<file path="config.mk">
export PLATFORM = sky130hd
export DESIGN_NAME = stopwatch_counter
export DESIGN_NICKNAME = d
export VERILOG_FILES = /design/src/rtl/stopwatch_counter_pkg.sv /design/src/rtl/stopwatch_counter_bcd_digit.sv /design/src/rtl/stopwatch_counter.sv
export SDC_FILE = /design/constraint.sdc
export NUM_CORES = 1
export LEC_CHECK = 0
export ABC_AREA = 1
export CAP_MARGIN = 10
export CORE_MARGIN = 2
export CORE_UTILIZATION = 53
export CTS_BUF_LIST = sky130_fd_sc_hd__clkbuf_2
export DETAILED_ROUTE_END_ITERATION = 10
export MAX_ROUTING_LAYER = met4
export PLACE_DENSITY = 0.7
export RECOVER_POWER = 25
export REMOVE_ABC_BUFFERS = 1
export SYNTH_ARGS = -nofsm -noshare
export SYNTH_HDL_FRONTEND = slang
export SYNTH_HIERARCHICAL = 1
export SYNTH_SLANG_ARGS = --single-unit
</file>
<file path="constraint.sdc">
create_clock -name clk -period 2.9 [get_ports clk]
set_clock_uncertainty 0.15 [all_clocks]
set_input_delay 0.58 -clock clk [delete_from_list [all_inputs] [get_ports clk]]
set_output_delay 0.58 -clock clk [all_outputs]
set_load 0.01 [all_outputs]
</file>
<file path="src/rtl/stopwatch_counter_pkg.sv">
// -----------------------------------------------------------------------------
// stopwatch_counter_pkg
//   Shared definitions for the stopwatch counter slice:
//     - run/hold command encodings driven by the start/stop control FSM
//     - BCD digit limits for ones (0..9) and tens (0..5) positions
//     - prescaler width, wide enough for PRESCALE up to 2^27
//     - decoded mode enum plus a decode helper that folds the illegal
//       command 2'b11 into hold
// -----------------------------------------------------------------------------
package stopwatch_counter_pkg;

    localparam logic [1:0] EN_IDLE = 2'b00;
    localparam logic [1:0] EN_RUN  = 2'b01;
    localparam logic [1:0] EN_HOLD = 2'b10;

    localparam int unsigned BCD_ONES_MAX = 9;
    localparam int unsigned BCD_TENS_MAX = 5;

    localparam int unsigned PS_W = 27;

    typedef logic [PS_W-1:0] ps_t;

    typedef enum logic [1:0] {
        MODE_IDLE = 2'b00,
        MODE_RUN  = 2'b01,
        MODE_HOLD = 2'b10
    } mode_e;

    // 2'b11 is not a legal command; it behaves exactly like hold.
    function automatic mode_e decode_mode(input logic [1:0] en);
        mode_e m;
        if (en == EN_IDLE) begin
            m = MODE_IDLE;
        end else if (en == EN_RUN) begin
            m = MODE_RUN;
        end else if (en == EN_HOLD) begin
            m = MODE_HOLD;
        end else begin
            m = MODE_HOLD;
        end
        return m;
    endfunction

endpackage

</file>
<file path="src/rtl/stopwatch_counter_bcd_digit.sv">
// -----------------------------------------------------------------------------
// bcd_digit
//   One modulo-N BCD digit of the stopwatch display chain.
//
//   Parameters
//     N      modulus of the digit (10 for ones positions, 6 for tens)
//
//   Ports
//     clk    input   system clock, state on rising edge
//     rst_n  input   asynchronous active-low reset, clears the digit
//     clr    input   synchronous clear to 0 (takes priority over inc)
//     inc    input   advance the digit by one on the next edge
//     q      output  current digit value, registered
//     carry  output  combinational: inc is active while the digit sits at
//                    N-1, so the next digit in the chain advances on the
//                    same edge that this one returns to 0
// -----------------------------------------------------------------------------
module bcd_digit #(
    parameter int unsigned N = 10
) (
    input  logic       clk,
    input  logic       rst_n,
    input  logic       clr,
    input  logic       inc,
    output logic [3:0] q,
    output logic       carry
);

    localparam logic [3:0] Q_MAX = 4'(N - 1);

    logic [3:0] q_q;
    logic [3:0] q_d;
    logic       at_max;

    // ">=" rather than "==" so that a digit can never run past its limit,
    // whatever it holds.
    assign at_max = (q_q >= Q_MAX);
    assign carry  = inc && at_max;

    always_comb begin
        q_d = q_q;
        if (clr) begin
            q_d = 4'd0;
        end else if (inc) begin
            q_d = at_max ? 4'd0 : (q_q + 4'd1);
        end
    end

    always_ff @(posedge clk or negedge rst_n) begin
        if (!rst_n) begin
            q_q <= 4'd0;
        end else begin
            q_q <= q_d;
        end
    end

    assign q = q_q;

endmodule

</file>
<file path="src/rtl/stopwatch_counter.sv">
// -----------------------------------------------------------------------------
// stopwatch_counter
//   MM:SS stopwatch counting 00:00 .. 59:59 in BCD, advancing once every
//   PRESCALE clock cycles while the run command is applied.
//
//   Optional feature: define STOPWATCH_LAP_EN to add the lap input and the
//   lap-freeze display path. Without it, digit is always the live count.
//
//   Parameters
//     PRESCALE  clk cycles per one-second tick (2 .. 2^27)
//
//   Ports
//     clk    input        system clock, all state on rising edge
//     rst_n  input        asynchronous active-low reset
//     en     input  [1:0] 00 idle/clear, 01 run, 10 hold (11 treated as hold)
//     lap    input        single-cycle lap pulse (STOPWATCH_LAP_EN only)
//     digit  output [15:0] {min_tens, min_ones, sec_tens, sec_ones}, BCD
//     wrap   output       one-cycle pulse after 59:59 rolls to 00:00
// -----------------------------------------------------------------------------
module stopwatch_counter
    import stopwatch_counter_pkg::*;
#(
    parameter int unsigned PRESCALE = 100000000
) (
    input  logic        clk,
    input  logic        rst_n,
    input  logic [1:0]  en,
`ifdef STOPWATCH_LAP_EN
    input  logic        lap,
`endif
    output logic [15:0] digit,
    output logic        wrap
);

    localparam ps_t PS_LAST = ps_t'(PRESCALE - 1);

    mode_e mode;
    logic  run;
    logic  clr;
    logic  tick;

    assign mode = decode_mode(en);
    assign run  = (mode == MODE_RUN);
    assign clr  = (mode == MODE_IDLE);

    // -------------------------------------------------------------------------
    // Prescaler: free-runs 0..PRESCALE-1 only in run, so a hold keeps the
    // partial second and the next run resumes from it.
    // -------------------------------------------------------------------------
    ps_t ps_q;
    ps_t ps_d;

    assign tick = run && (ps_q == PS_LAST);

    always_comb begin
        ps_d = ps_q;
        case (mode)
            MODE_IDLE: ps_d = '0;
            MODE_RUN:  ps_d = (ps_q == PS_LAST) ? '0 : (ps_q + 1'b1);
            default:   ps_d = ps_q;
        endcase
    end

    always_ff @(posedge clk or negedge rst_n) begin
        if (!rst_n) begin
            ps_q <= '0;
        end else begin
            ps_q <= ps_d;
        end
    end

    // -------------------------------------------------------------------------
    // Digit chain. Carries are combinational, so every digit touched by a
    // tick updates on the same edge.
    // -------------------------------------------------------------------------
    logic [3:0] sec_ones;
    logic [3:0] sec_tens;
    logic [3:0] min_ones;
    logic [3:0] min_tens;
    logic       c_sec_ones;
    logic       c_sec_tens;
    logic       c_min_ones;
    logic       c_min_tens;

    bcd_digit #(.N(BCD_ONES_MAX + 1)) u_sec_ones (
        .clk   (clk),
        .rst_n (rst_n),
        .clr   (clr),
        .inc   (tick),
        .q     (sec_ones),
        .carry (c_sec_ones)
    );

    bcd_digit #(.N(BCD_TENS_MAX + 1)) u_sec_tens (
        .clk   (clk),
        .rst_n (rst_n),
        .clr   (clr),
        .inc   (c_sec_ones),
        .q     (sec_tens),
        .carry (c_sec_tens)
    );

    bcd_digit #(.N(BCD_ONES_MAX + 1)) u_min_ones (
        .clk   (clk),
        .rst_n (rst_n),
        .clr   (clr),
        .inc   (c_sec_tens),
        .q     (min_ones),
        .carry (c_min_ones)
    );

    bcd_digit #(.N(BCD_TENS_MAX + 1)) u_min_tens (
        .clk   (clk),
        .rst_n (rst_n),
        .clr   (clr),
        .inc   (c_min_ones),
        .q     (min_tens),
        .carry (c_min_tens)
    );

    logic [15:0] live;
    assign live = {min_tens, min_ones, sec_tens, sec_ones};

    // -------------------------------------------------------------------------
    // Wrap pulse: the final carry only exists on a tick at 59:59, so it is
    // registered alongside the digits' rollover. A clear never ticks, so it
    // can never raise wrap.
    // -------------------------------------------------------------------------
    logic wrap_q;
    logic wrap_d;

    assign wrap_d = c_min_tens;

    always_ff @(posedge clk or negedge rst_n) begin
        if (!rst_n) begin
            wrap_q <= 1'b0;
        end else begin
            wrap_q <= wrap_d;
        end
    end

    assign wrap = wrap_q;

`ifdef STOPWATCH_LAP_EN
    // -------------------------------------------------------------------------
    // Lap freeze: the first lap in run captures the displayed count and holds
    // the display there while counting continues; the next lap releases it.
    // Idle drops the freeze; laps outside run are ignored.
    // -------------------------------------------------------------------------
    logic        freeze_q;
    logic        freeze_d;
    logic [15:0] snap_q;
    logic [15:0] snap_d;
    logic        lap_run;

    assign lap_run = lap && run;

    always_comb begin
        freeze_d = freeze_q;
        snap_d   = snap_q;
        if (clr) begin
            freeze_d = 1'b0;
            snap_d   = 16'h0000;
        end else if (lap_run) begin
            freeze_d = !freeze_q;
            if (!freeze_q) begin
                snap_d = live;
            end
        end
    end

    always_ff @(posedge clk or negedge rst_n) begin
        if (!rst_n) begin
            freeze_q <= 1'b0;
            snap_q   <= 16'h0000;
        end else begin
            freeze_q <= freeze_d;
            snap_q   <= snap_d;
        end
    end

    assign digit = freeze_q ? snap_q : live;
`else
    assign digit = live;
`endif

endmodule

</file>
==> run_results.csv <==
group,metric,value,unit
logic_synthesis,synth_async_sr_flop_share,100.0,%
cts,cts.sinks,44,
setup_path,cp-startpoint,"ps_q[0]$_DFFE_PN0P_",
timing,layout_worst_path_cycle_share,89.54,%
global_routing,antenna_found_initial,0,
route,wire_per_inst,12.22,microns
cts,cts_tree,"done",
power,p_total,0.9546,mW
floorplan,core,5439,sq um
route,vias,2634,
route,drt_iter0_markers,162,
cts,cts_buffers,5,
logic_synthesis,syn_inst,404,
logic_synthesis,ys_seq_area_share,37.16,%
place,dpl.hpwl,4.637,mm
setup_path,reg2reg_from,"ps_q[0]$_DFFE_PN0P_",
timing,hold_viol_final,0,
logic_synthesis,synth_area_leaders,"dfrtp_1, nand2_1, nand3_1",
setup_path,worstPathRequired,3.11,ns
logic_synthesis,post-synth-top-area-fraction,37.16,%
worst_hold_path,hold_path_class,"reg2reg",
status,status,"complete, no violations",
timing,worstMarginPinSlew,0.9746,ns
cts,cts.htree.levels,2,
timing,maxSlewHeadroom,35.03,%
route,vias_per_cell,5.206,
route,drc,0,
logic_synthesis,synth_seq_cells,44,
layout,n_antenna_cell,0,
layout,final_common_cell,"nand2_1",
place,place_congestion,0.8319,
logic_synthesis,synth_edf_count,0,
timing,clock.fmax,385.1,MHz
setup_path,worst_setup_path_end_kind,"register",
cts,clkTransAtPathRegs,0.22,ns
setup_path,crit_slowest_cell,"dfrtp_1",
flow_run,drv_cap,0,
cts,cts.path.max_buffers,2,
logic_synthesis,ys_warn_count,6,
route,antenna_left,0,
layout,area_delta_synth_final,11.91,%
global_routing,grt_pass1_wl,11.07,mm
setup_path,cp_max_fo,5,
global_routing,grt_max_degree,29,
global_routing,grtUsageTotal,22.91,%
logic_synthesis,netlist_area,2963,sq um
route,dr.pass1.iters,4,
place,io_buffer_count,20,
logic_synthesis,synth_top_area_cell,"dfrtp_1",
setup_path,ff2ff_path_depth,17,
setup_path,path_class,"reg2reg",
logic_synthesis,syn_avg_cell_area,7.334,sq um
floorplan,ios,21,
cts,cts_setup_buffers,0,
layout,nNetsFinal,451,
power,p_leak,1.570,nW
timing,min_period,2.597,ns
worst_hold_path,hold_depth,2,
setup_path,critical_path_arrival,2.80,ns
logic_synthesis,ys_types,31,
global_routing,grt_pass1_vias,2416,
setup_path,cp-start-kind,"register",
setup_path,crit_top_cell,"inv_1",
global_routing,gr-total-overflow,0,
floorplan,initial_core_util,54.47,%
layout,final_cell_mix,"nand2_1, inv_1, dfrtp_1, nand3_1, nor2_1",
layout,drive_above_1_share,13.59,%
timing,slew_viol_final,0,
floorplan,num_rows,27,
setup_path,cp_slowest_stage_delay,0.44,ns
power,power_density,287.9,nW/um^2
setup_path,path_cells,"ha_1, nand2_2, nor2_4, nand2_4, inv_2, nand2_2, nor3_2, inv_1, nor2_1, inv_1, nor2_1, inv_1, nor2_1, inv_1, nand2_4, a21oi_2, a21oi_2",
worst_hold_path,hp-start,"ps_q[26]$_DFFE_PN0P_",
cts,clkLatencyLatePin,0.41,ns
floorplan,die_y,78.77,microns
route,routed_wirelength,6.182,mm
power,ir_drop,0.1828,mV
timing,setup-violations-final,0,
timing,rsz0062_at_grt,"no",
timing,tns,0,ns
floorplan,die_w,78.77,microns
logic_synthesis,yosys_most_used_dff,"dfrtp_1",
floorplan,die_area,6205,sq um
cts,cts.root.buffer_cell,"clkbuf_2",
[power by group]
part | internal [mW] | leakage, nW | switching [mW] | total [mW]
Combinational | 0.0220 | 0.928 | 0.0465 | 0.0686
Sequential | 0.620 | 0.613 | 0.00617 | 0.626
Clock | 0.0575 | 0.0288 | 0.202 | 0.260
Total | 0.700 | 1.57 | 0.255 | 0.955
[path summary, 6_finish.rpt]
kind / to / slack, ns
min in group asynchronous: ps_q[17]$_DFFE_PN0P_ / 0.64
min: ps_q[26]$_DFFE_PN0P_ / 0.39
max: u_min_tens/q[2]$_DFFE_PN0P_ / 0.30
max reg2reg: u_min_tens/q[2]$_DFFE_PN0P_ / 0.30
min reg2reg: ps_q[26]$_DFFE_PN0P_ / 0.39
max in group asynchronous: u_min_ones/q[3]$_DFFE_PN0P_ / 0.73
[critical path, delay by kind of cell (launching register included)]
family                   cells  cell delay [ns]
AND/OR/NAND/NOR              9             1.14
flip-flops                   1             0.44
buffers and inverters        5             0.42
adder cells (fa/ha/maj)      1             0.22
AO/OA/AOI/OAI                2             0.17
[what timing repair did]
item / in CTS / in global routing
endpoints found under the setup margin: 0 / 3
hold buffers: 1 / 0
resized for setup: 0 / 1
hold endpoints to repair: 16 / 0
[registers in the layout, summed over array words and instances, names as in the netlist]
register,flops
u_sec_ones/q,4
u_min_ones/q,4
u_sec_tens/q,4
ps_q,27
u_min_tens/q,4
wrap,1
[synth_stat cells (3+ instances only)]
cell type	count
nor2_1	36
nand4_1	13
nand2_2	5
nand2_1	111
nand2_4	3
o22ai_1	9
o21ai_0	15
inv_2	7
inv_1	50
xor2_1	7
dfrtp_1	44
nand3_1	41
ha_1	13
a21oi_2	4
nor2_2	7
nand3_2	9
a21oi_1	8
[per-stage QoR]
| step | instances | hold WS, ns | area, sq um | worst slack (ns) | util [%] |
|---|---|---|---|---|---|
| 3_3_place_gp | 498 | 0.3442 | 3269 | 0.1767 | 60.11 |
| 6_report | 506 | 0.3861 | 3316 | 0.3033 | 60.96 |
| 4_1_cts | 506 | 0.3919 | 3314 | 0.2308 | 60.94 |
| 2_1_floorplan | 398 | 0.1344 | 2924 | 0.5367 | - |
| 3_5_place_dp | 498 | 0.3470 | 3269 | 0.07890 | 60.11 |
| 5_1_grt | 506 | 0.4413 | 3316 | 0.02763 | 60.96 |
[layout make-up]
class                   instances  area [sq um]
clock buffers                   6         30.03
clock inverters                 1         5.005
fillers                       505          2123
inverters                      57         214.0
multi-input cells             297          1614
flip-flops and latches         44          1101
well taps                      72         90.09
repair buffers                 29         261.5
[logic make-up after synthesis]
kind of cell	Yosys count	share of synthesized area (%)
fa+ha+maj	13	5.490
compound gates	39	7.812
simple gates	238	38.94
xor+xnor	7	2.069
flops	44	37.16
buf+inv	63	8.530
[routing by layer]
layer	share of wire, %	GRT usage [%]
met5	0	-
met4	1.0	5.263
met3	2.8	3.864
met2	47	36.67
met1	49	30.83
No activity file was read; power rests on OpenSTA's default activity.
